File: src/rtl/branch_predictor.sv
// rtl/branch_predictor.sv - direct-mapped BTB with 2-bit counters, execute-side training and stats
module branch_predictor #(
    parameter int INDEX_BITS = 4,
    parameter int STAT_W     = 16
) (
    input  logic              clk,
    input  logic              rst,
    input  logic [31:0]       PCF,
    output logic              PredictionF,
    output logic [31:0]       PredictedPCF,
    input  logic              UpdateE,
    input  logic [31:0]       PCE,
    input  logic              TakenE,
    input  logic [31:0]       TargetE,
    input  logic              MispredictE,
    output logic [STAT_W-1:0] HitCount,
    output logic [STAT_W-1:0] MispredictCount
);
    localparam int TAG_BITS = 32 - INDEX_BITS - 2;
    localparam int ENTRIES  = 1 << INDEX_BITS;

    logic                valid_q  [ENTRIES];
    logic [TAG_BITS-1:0] tag_q    [ENTRIES];
    logic [31:0]         target_q [ENTRIES];
    logic [1:0]          ctr_q    [ENTRIES];

    logic [INDEX_BITS-1:0] idx_f;
    logic [INDEX_BITS-1:0] idx_e;
    logic [TAG_BITS-1:0]   tag_f;
    logic [TAG_BITS-1:0]   tag_e;
    logic                  hit_f;
    logic                  hit_e;
    logic                  unused_pc_bits;

    assign idx_f = PCF[INDEX_BITS+1:2];
    assign tag_f = PCF[31:INDEX_BITS+2];
    assign idx_e = PCE[INDEX_BITS+1:2];
    assign tag_e = PCE[31:INDEX_BITS+2];

    // Instructions are word aligned, so the low PC bits carry no information.
    assign unused_pc_bits = ^{PCF[1:0], PCE[1:0]};

    // Lookup reads the table as it stands; an update this cycle lands at the edge.
    assign hit_f        = valid_q[idx_f] && (tag_q[idx_f] == tag_f);
    assign hit_e        = valid_q[idx_e] && (tag_q[idx_e] == tag_e);
    assign PredictionF  = hit_f && ctr_q[idx_f][1];
    assign PredictedPCF = PredictionF ? target_q[idx_f] : (PCF + 32'd4);

    always_ff @(posedge clk) begin
        if (!rst) begin
            for (int i = 0; i < ENTRIES; i++) begin
                valid_q[i]  <= 1'b0;
                tag_q[i]    <= '0;
                target_q[i] <= '0;
                ctr_q[i]    <= 2'b01;
            end
            HitCount        <= '0;
            MispredictCount <= '0;
        end else begin
            if (UpdateE) begin
                if (hit_e) begin
                    if (TakenE) begin
                        target_q[idx_e] <= TargetE;
                        if (ctr_q[idx_e] != 2'b11) begin
                            ctr_q[idx_e] <= ctr_q[idx_e] + 2'b01;
                        end
                    end else if (ctr_q[idx_e] != 2'b00) begin
                        ctr_q[idx_e] <= ctr_q[idx_e] - 2'b01;
                    end
                end else if (TakenE) begin
                    valid_q[idx_e]  <= 1'b1;
                    tag_q[idx_e]    <= tag_e;
                    target_q[idx_e] <= TargetE;
                    ctr_q[idx_e]    <= 2'b10;
                end
            end
            if (hit_f && (HitCount != '1)) begin
                HitCount <= HitCount + STAT_W'(1);
            end
            if (UpdateE && MispredictE && (MispredictCount != '1)) begin
                MispredictCount <= MispredictCount + STAT_W'(1);
            end
        end
    end
endmodule

File: config.mk
export PLATFORM = sky130hd
export DESIGN_NAME = branch_predictor
export DESIGN_NICKNAME = d
export VERILOG_FILES = /design/src/rtl/branch_predictor.sv
export SDC_FILE = /design/constraint.sdc
export NUM_CORES = 2
export LEC_CHECK = 0
export CORE_MARGIN = 8
export CORE_UTILIZATION = 30
export CTS_CLUSTER_DIAMETER = 80
export CTS_CLUSTER_SIZE = 25
export DETAILED_ROUTE_END_ITERATION = 6
export PLACE_DENSITY = 0.48
export SKIP_CTS_REPAIR_TIMING = 1
export SYNTH_ARGS = -nofsm -noshare
export SYNTH_HDL_FRONTEND = slang
export SYNTH_SLANG_ARGS = --single-unit
File: constraint.sdc
create_clock -name clk -period 7.5 [get_ports clk]
set_clock_uncertainty 0.05 [all_clocks]
set_input_delay 1.125 -clock clk [delete_from_list [all_inputs] [get_ports clk]]
set_output_delay 1.125 -clock clk [all_outputs]
set_load 0.02 [all_outputs]
# Word level (Yosys, flattened, before mapping)
# Memory sizes are Yosys's and may differ from the RTL's.
# Cells that the tools add are included.
dict set report classes {
  n_addsub 5
  n_eq_ne 5
  muxes 38
  bitwise_logic 3
  n_reduce_logical 11
}
# operator n
set ops {}
lappend ops {{2-to-1 mux 32 bit} 3}
lappend ops {{== test 26 bit} 2}
lappend ops {{adder 16 x 1 -> 16 bit (second input constant)} 2}
lappend ops {{adder 32 x 3 -> 32 bit (second input constant)} 1}
lappend ops {{!= test 16 bit (second input constant)} 2}
lappend ops {{OR reduction 32 bit} 1}
lappend ops {{2-to-1 mux 1 bit} 27}
lappend ops {{2-to-1 mux 26 bit} 1}
lappend ops {{OR reduction 26 bit} 1}
lappend ops {{2-to-1 mux 4 bit} 4}
lappend ops {{logical AND 1 bit} 6}
lappend ops {{2-to-1 mux 2 bit} 3}
lappend ops {{OR 1 bit} 3}
lappend ops {{adder 2 x 1 -> 2 bit (second input constant)} 1}
lappend ops {{!= test 2 bit (second input constant)} 1}
lappend ops {{nonzero test 2 bit} 1}
lappend ops {{OR reduction 2 bit} 1}
lappend ops {{subtractor 2 x 1 -> 2 bit (second input constant)} 1}
lappend ops {{OR reduction 1 bit} 1}
dict set report word_totals {
  register_bits 32
  mem_bits_rw 976
  input_bits 101
  output_inout_bits 65
  wordCells 68
  mem_count 4
}
# memory words width rd rd_ports_with_merged_regs wr line
set memory_table {}
lappend memory_table {target_q 16 32 1 0 16 24} ;# logic [31:0] target_q [ENTRIES];
lappend memory_table {tag_q 16 26 2 0 16 23} ;# logic [TAG_BITS-1:0] tag_q [ENTRIES];
lappend memory_table {ctr_q 16 2 2 0 16 25} ;# logic [1:0] ctr_q [ENTRIES];
lappend memory_table {valid_q 16 1 2 0 16 22} ;# logic valid_q [ENTRIES];

# Longest topological paths before layout
# An unclocked memory read counts as a cell.
dict set report depth {
  word_depth 12
  depth_mapped 17
  ltp_nobuf 9
}

# Least setup slack after synthesis
# OpenSTA, ideal clock, no wires.
dict set report synth_path {
  path_kind {input -> register}
  startpoint {input port PCE[2]}
  endpoint {memory tag_q[1][0] (netlist name) (enable)}
  arrival_time_ns 5.307
  required_time_ns 7.005
  path_slack_ns 1.698
  path_stages 13
  path_buffers 5
  path_cell_list {buf_6 buf_2 buf_4 mux4_2 mux2i_1 mux2i_1 xor2_1 and3b_1 nand4_1 nor4_4 buf_2 buf_2 o21ai_0}
}
# element line
set synth_lines {}
lappend synth_lines {{from (decl)} 12} ;# input logic [31:0] PCE,
lappend synth_lines {{to (decl)} 23}

# Worst setup path after layout
dict set report layout_path {
  startpoint {input port PCF[4]}
  endpoint {output port PredictedPCF[25]}
}
dict set report layout_between {
  elab_chain_cells 5
}
# element line
set layout_lines {}
lappend layout_lines {{from (decl)} 8} ;# input logic [31:0] PCF,
lappend layout_lines {{memory (16 x 26 bit)} n/a}
lappend layout_lines {{== test 26 bit} 44} ;# assign hit_f = valid_q[idx_f] && (tag_q[idx_f] == tag_f);
lappend layout_lines {{logical AND 1 bit} 44}
lappend layout_lines {{logical AND 1 bit} 46} ;# assign PredictionF = hit_f && ctr_q[idx_f][1];
lappend layout_lines {{2-to-1 mux 32 bit (*)} 47} ;# assign PredictedPCF = PredictionF ? target_q[idx_f] : (PCF + 32'd4);
lappend layout_lines {{to (decl)} 10} ;# output logic [31:0] PredictedPCF,
# Mark *: on every way between the ends. The rest lies on a longest branch, timed or not.

==> flow_metrics.env <==
export IMPL_synth_nets=3787
export IMPL_post_route_drc_count=0
export IMPL_wire_per_inst_um=33.2
export IMPL_instances_no_fill=6060
export IMPL_post_route_period_util=0.955
export IMPL_cts_buffers_inserted=61
export IMPL_yosysMostFrequentCell="edfxtp_1"
export IMPL_synth_top_area_frac=0.554
export IMPL_dpl_cell_count=5938
export IMPL_synth_xor_area_share=0.0158
export IMPL_end_kind="output port"
export IMPL_synth_compound_area_frac=0.0325
export IMPL_worstSetupPathType="in -> out"
export IMPL_synth_ff_type="edfxtp_1"
export IMPL_firstDrtPassIters=5
export IMPL_worst_path_buf_inv=4
export IMPL_fin_nets=3780
export IMPL_clock_sinks=1008
export IMPL_status="completed"
export IMPL_totalWireLength_um=201000
export IMPL_max_freq_mhz=140
export IMPL_grt_ovfl_total=0
export IMPL_grt_pass1_vias=34000
export IMPL_die_x_um=433
export IMPL_routabilityCongestion=0.932
export IMPL_syn_avg_cell_area_um2=14.1
export IMPL_synth_area_mm2=0.0521
export IMPL_crit_arrival_ps=5990
export IMPL_max_slew_worst_pin_slew_ps=1160
export IMPL_maxCapViolCount=0
export IMPL_grt_pass1_wl_um=278000
export IMPL_hold_violations=0
export IMPL_slew_limit_headroom=0.222
export IMPL_hp_class="reg -> reg"
export IMPL_drive_gt1_frac=0.196
export IMPL_critical_path_slowest_cell="a2111oi_1"
export IMPL_dp_hpwl_um=123000
export IMPL_path_depth=13
export IMPL_power_density_mw_per_mm2=206
export IMPL_io_pins=166
export IMPL_whs_path_depth=1
export IMPL_yosys_area_share_adder=0.000721
export IMPL_synth_area_leaders="edfxtp_1, mux4_2, and3_1"
export IMPL_dieArea_mm2=0.187
export IMPL_synth_top_family_by_area="multiplexers"
export IMPL_startpoint_type="input pin"
export IMPL_setup_viol=0
export IMPL_async_flop_share=0
export IMPL_cts_root_buf="clkbuf_16"
export IMPL_postRouteAntennaNets=0
export IMPL_cts_htree_levels=2
export IMPL_portBuffers=163
export IMPL_initial_core_util=0.301
export IMPL_ys_ff_latch=1008
export IMPL_maxSlewViolCount=0
export IMPL_antenna_found_initial=34
export IMPL_clock_latency_ps=730
export IMPL_cts_tree="built"
export IMPL_synth_simple_area_share=0.150
export IMPL_max_clock_path_buffers=3
export IMPL_ir_drop_mv=0.165
export IMPL_ys_seq_area_frac=0.572
export IMPL_crit_chain="clkbuf_8, mux4_2, nor3b_1, a2111oi_1, buf_4, nand3_1, or4_1, and4bb_1, nand4_1, nor2b_4, buf_12, mux2_1, clkdlybuf4s50_1"
export IMPL_rsz0062_at_grt="no"
export IMPL_slowest_delay_ps=640
export IMPL_synth_top_area_cell="edfxtp_1"
export IMPL_reg2reg_depth=9
export IMPL_clk_pin_slew_ps=90
export IMPL_critPathMaxFanout=39
export IMPL_yosys_warnings=0
export IMPL_period_needed_ps=7170
export IMPL_gr_usage_all_layers=0.208
export IMPL_final_setup_tns_ps=0
export IMPL_p_leak_nw=21.3
export IMPL_required_ps=6320
export IMPL_drtIter0Drc=4145
export IMPL_n_fill_cell=16800
export IMPL_yosys_mux_area_fraction=0.190
export IMPL_grt_max_degree=215
export IMPL_synth_edf_count=960
export IMPL_ys_types=85
export IMPL_syn_inst=3683
export IMPL_cpLargestDelayFamily="simple AND/OR/NAND/NOR gates"
export IMPL_viasPerCell=5.68
export IMPL_core_area_mm2=0.173
export IMPL_syn2layout_area_growth_pct=12.5
export IMPL_synthTopCellsByCount="edfxtp_1, and3_1, mux4_2"
export IMPL_vias=34400
export IMPL_num_rows=153
export IMPL_fp_dieH_um=433
path summary, 6_finish.rpt:
| check | from | endpoint | slack (ps) |
|---|---|---|---|
| max | PCF[4] | PredictedPCF[25] | 330 |
| min | valid_q[10] | valid_q[10] | 430 |
| max reg2reg | tag_q[14][18] | tag_q[1][21] | 2830 |
| min reg2reg | valid_q[10] | valid_q[10] | 430 |
cell usage in the layout (no fill, tap or decap), drive strengths merged, types with 7 or more instances in the layout:
cell type      instances
nor2b                 15
a221oi                13
nor4                   7
clkinv                21
mux2                  52
mux4                 341
inv                   36
edfxtp               960
or3                   15
nor3                 189
nor2                  74
and3                 551
diode                 14
nand4                 22
a22o                  14
xnor2                 57
nand2                116
clkdlybuf4s50        153
a21o                  10
o21ai                 69
clkbuf                71
dfxtp                 48
o22ai                 12
buf                  175
nor3b                 10
a21oi                 27
and2                 253
a22oi                 27
nand3                 54
xor2                  37
nand2b                25
mux2i                163
report_power, final:
group	total, mW	internal, mW	switching (mW)	leakage, nW
logic	1.59	0.612	0.981	10.7
registers	6.55	6.43	0.116	9.54
clock network	3.90	1.69	2.21	0.997
total	12.0	8.74	3.31	21.3
logic make-up (layout without fill, tap and decap cells):
kind of cell / count (synthesis) / count (layout)
adder cells (fa/ha/maj): 3 / 3
flip-flops: 1008 / 1008
buffers and inverters: 422 / 460
AO/OA/AOI/OAI: 240 / 240
other: 0 / 14
AND/OR/NAND/NOR: 1360 / 1360
multiplexers: 556 / 556
XOR/XNOR: 94 / 94
layout make-up:
class                           instances  area [µm²]  share of cell area
Tap cell                             2325        2910              0.0497
Clock inverter                         39         455             0.00778
Sequential cell                      1008       29800               0.509
Inverter                               22        82.6             0.00141
Clock buffer                           69        1600              0.0273
Multi-Input combinational cell       2253       20700               0.353
Timing Repair Buffer                  330        3040              0.0519
Antenna cell                           14        35.0            0.000598
worst reg2reg max path, cell delays in order (launching register included):
cell and delay (ps):
edfxtp_1 420, mux4_2 490, mux4_2 470, xnor2_1 640, and3b_1 270, nand4_1 330
nor4_4 580, buf_12 320, buf_4 610, nor3_1 170
registers in the layout, summed over array words and instances, names as in the netlist:
name and count:
HitCount 16, MispredictCount 16, ctr_q 32, tag_q 416
target_q 512, valid_q 16
metrics by stage:
stage	worst slack (ps)	utilization	area [µm²]	total power [mW]	hold slack (ps)
after detailed placement	349	0.326	56500	8.26	412
after global routing	296	0.338	58500	12.4	455
after global placement	251	0.326	56500	8.25	403
after floorplan	1700	-	52100	7.56	387
final	334	0.338	58600	12.0	433
after CTS	314	0.338	58500	12.1	433
layer usage:
| metal | up-vias | share of wire | track usage |
|---|---|---|---|
| met3 | 301 | 0.078 | 0.0347 |
| met2 | 1571 | 0.47 | 0.338 |
| met1 | 18200 | 0.42 | 0.285 |
| li1 | 14300 | - | - |
| met4 | 10 | 0.032 | 0.0633 |
| met5 | - | 0.00032 | 0 |
(Power assumes the default switching activity.)
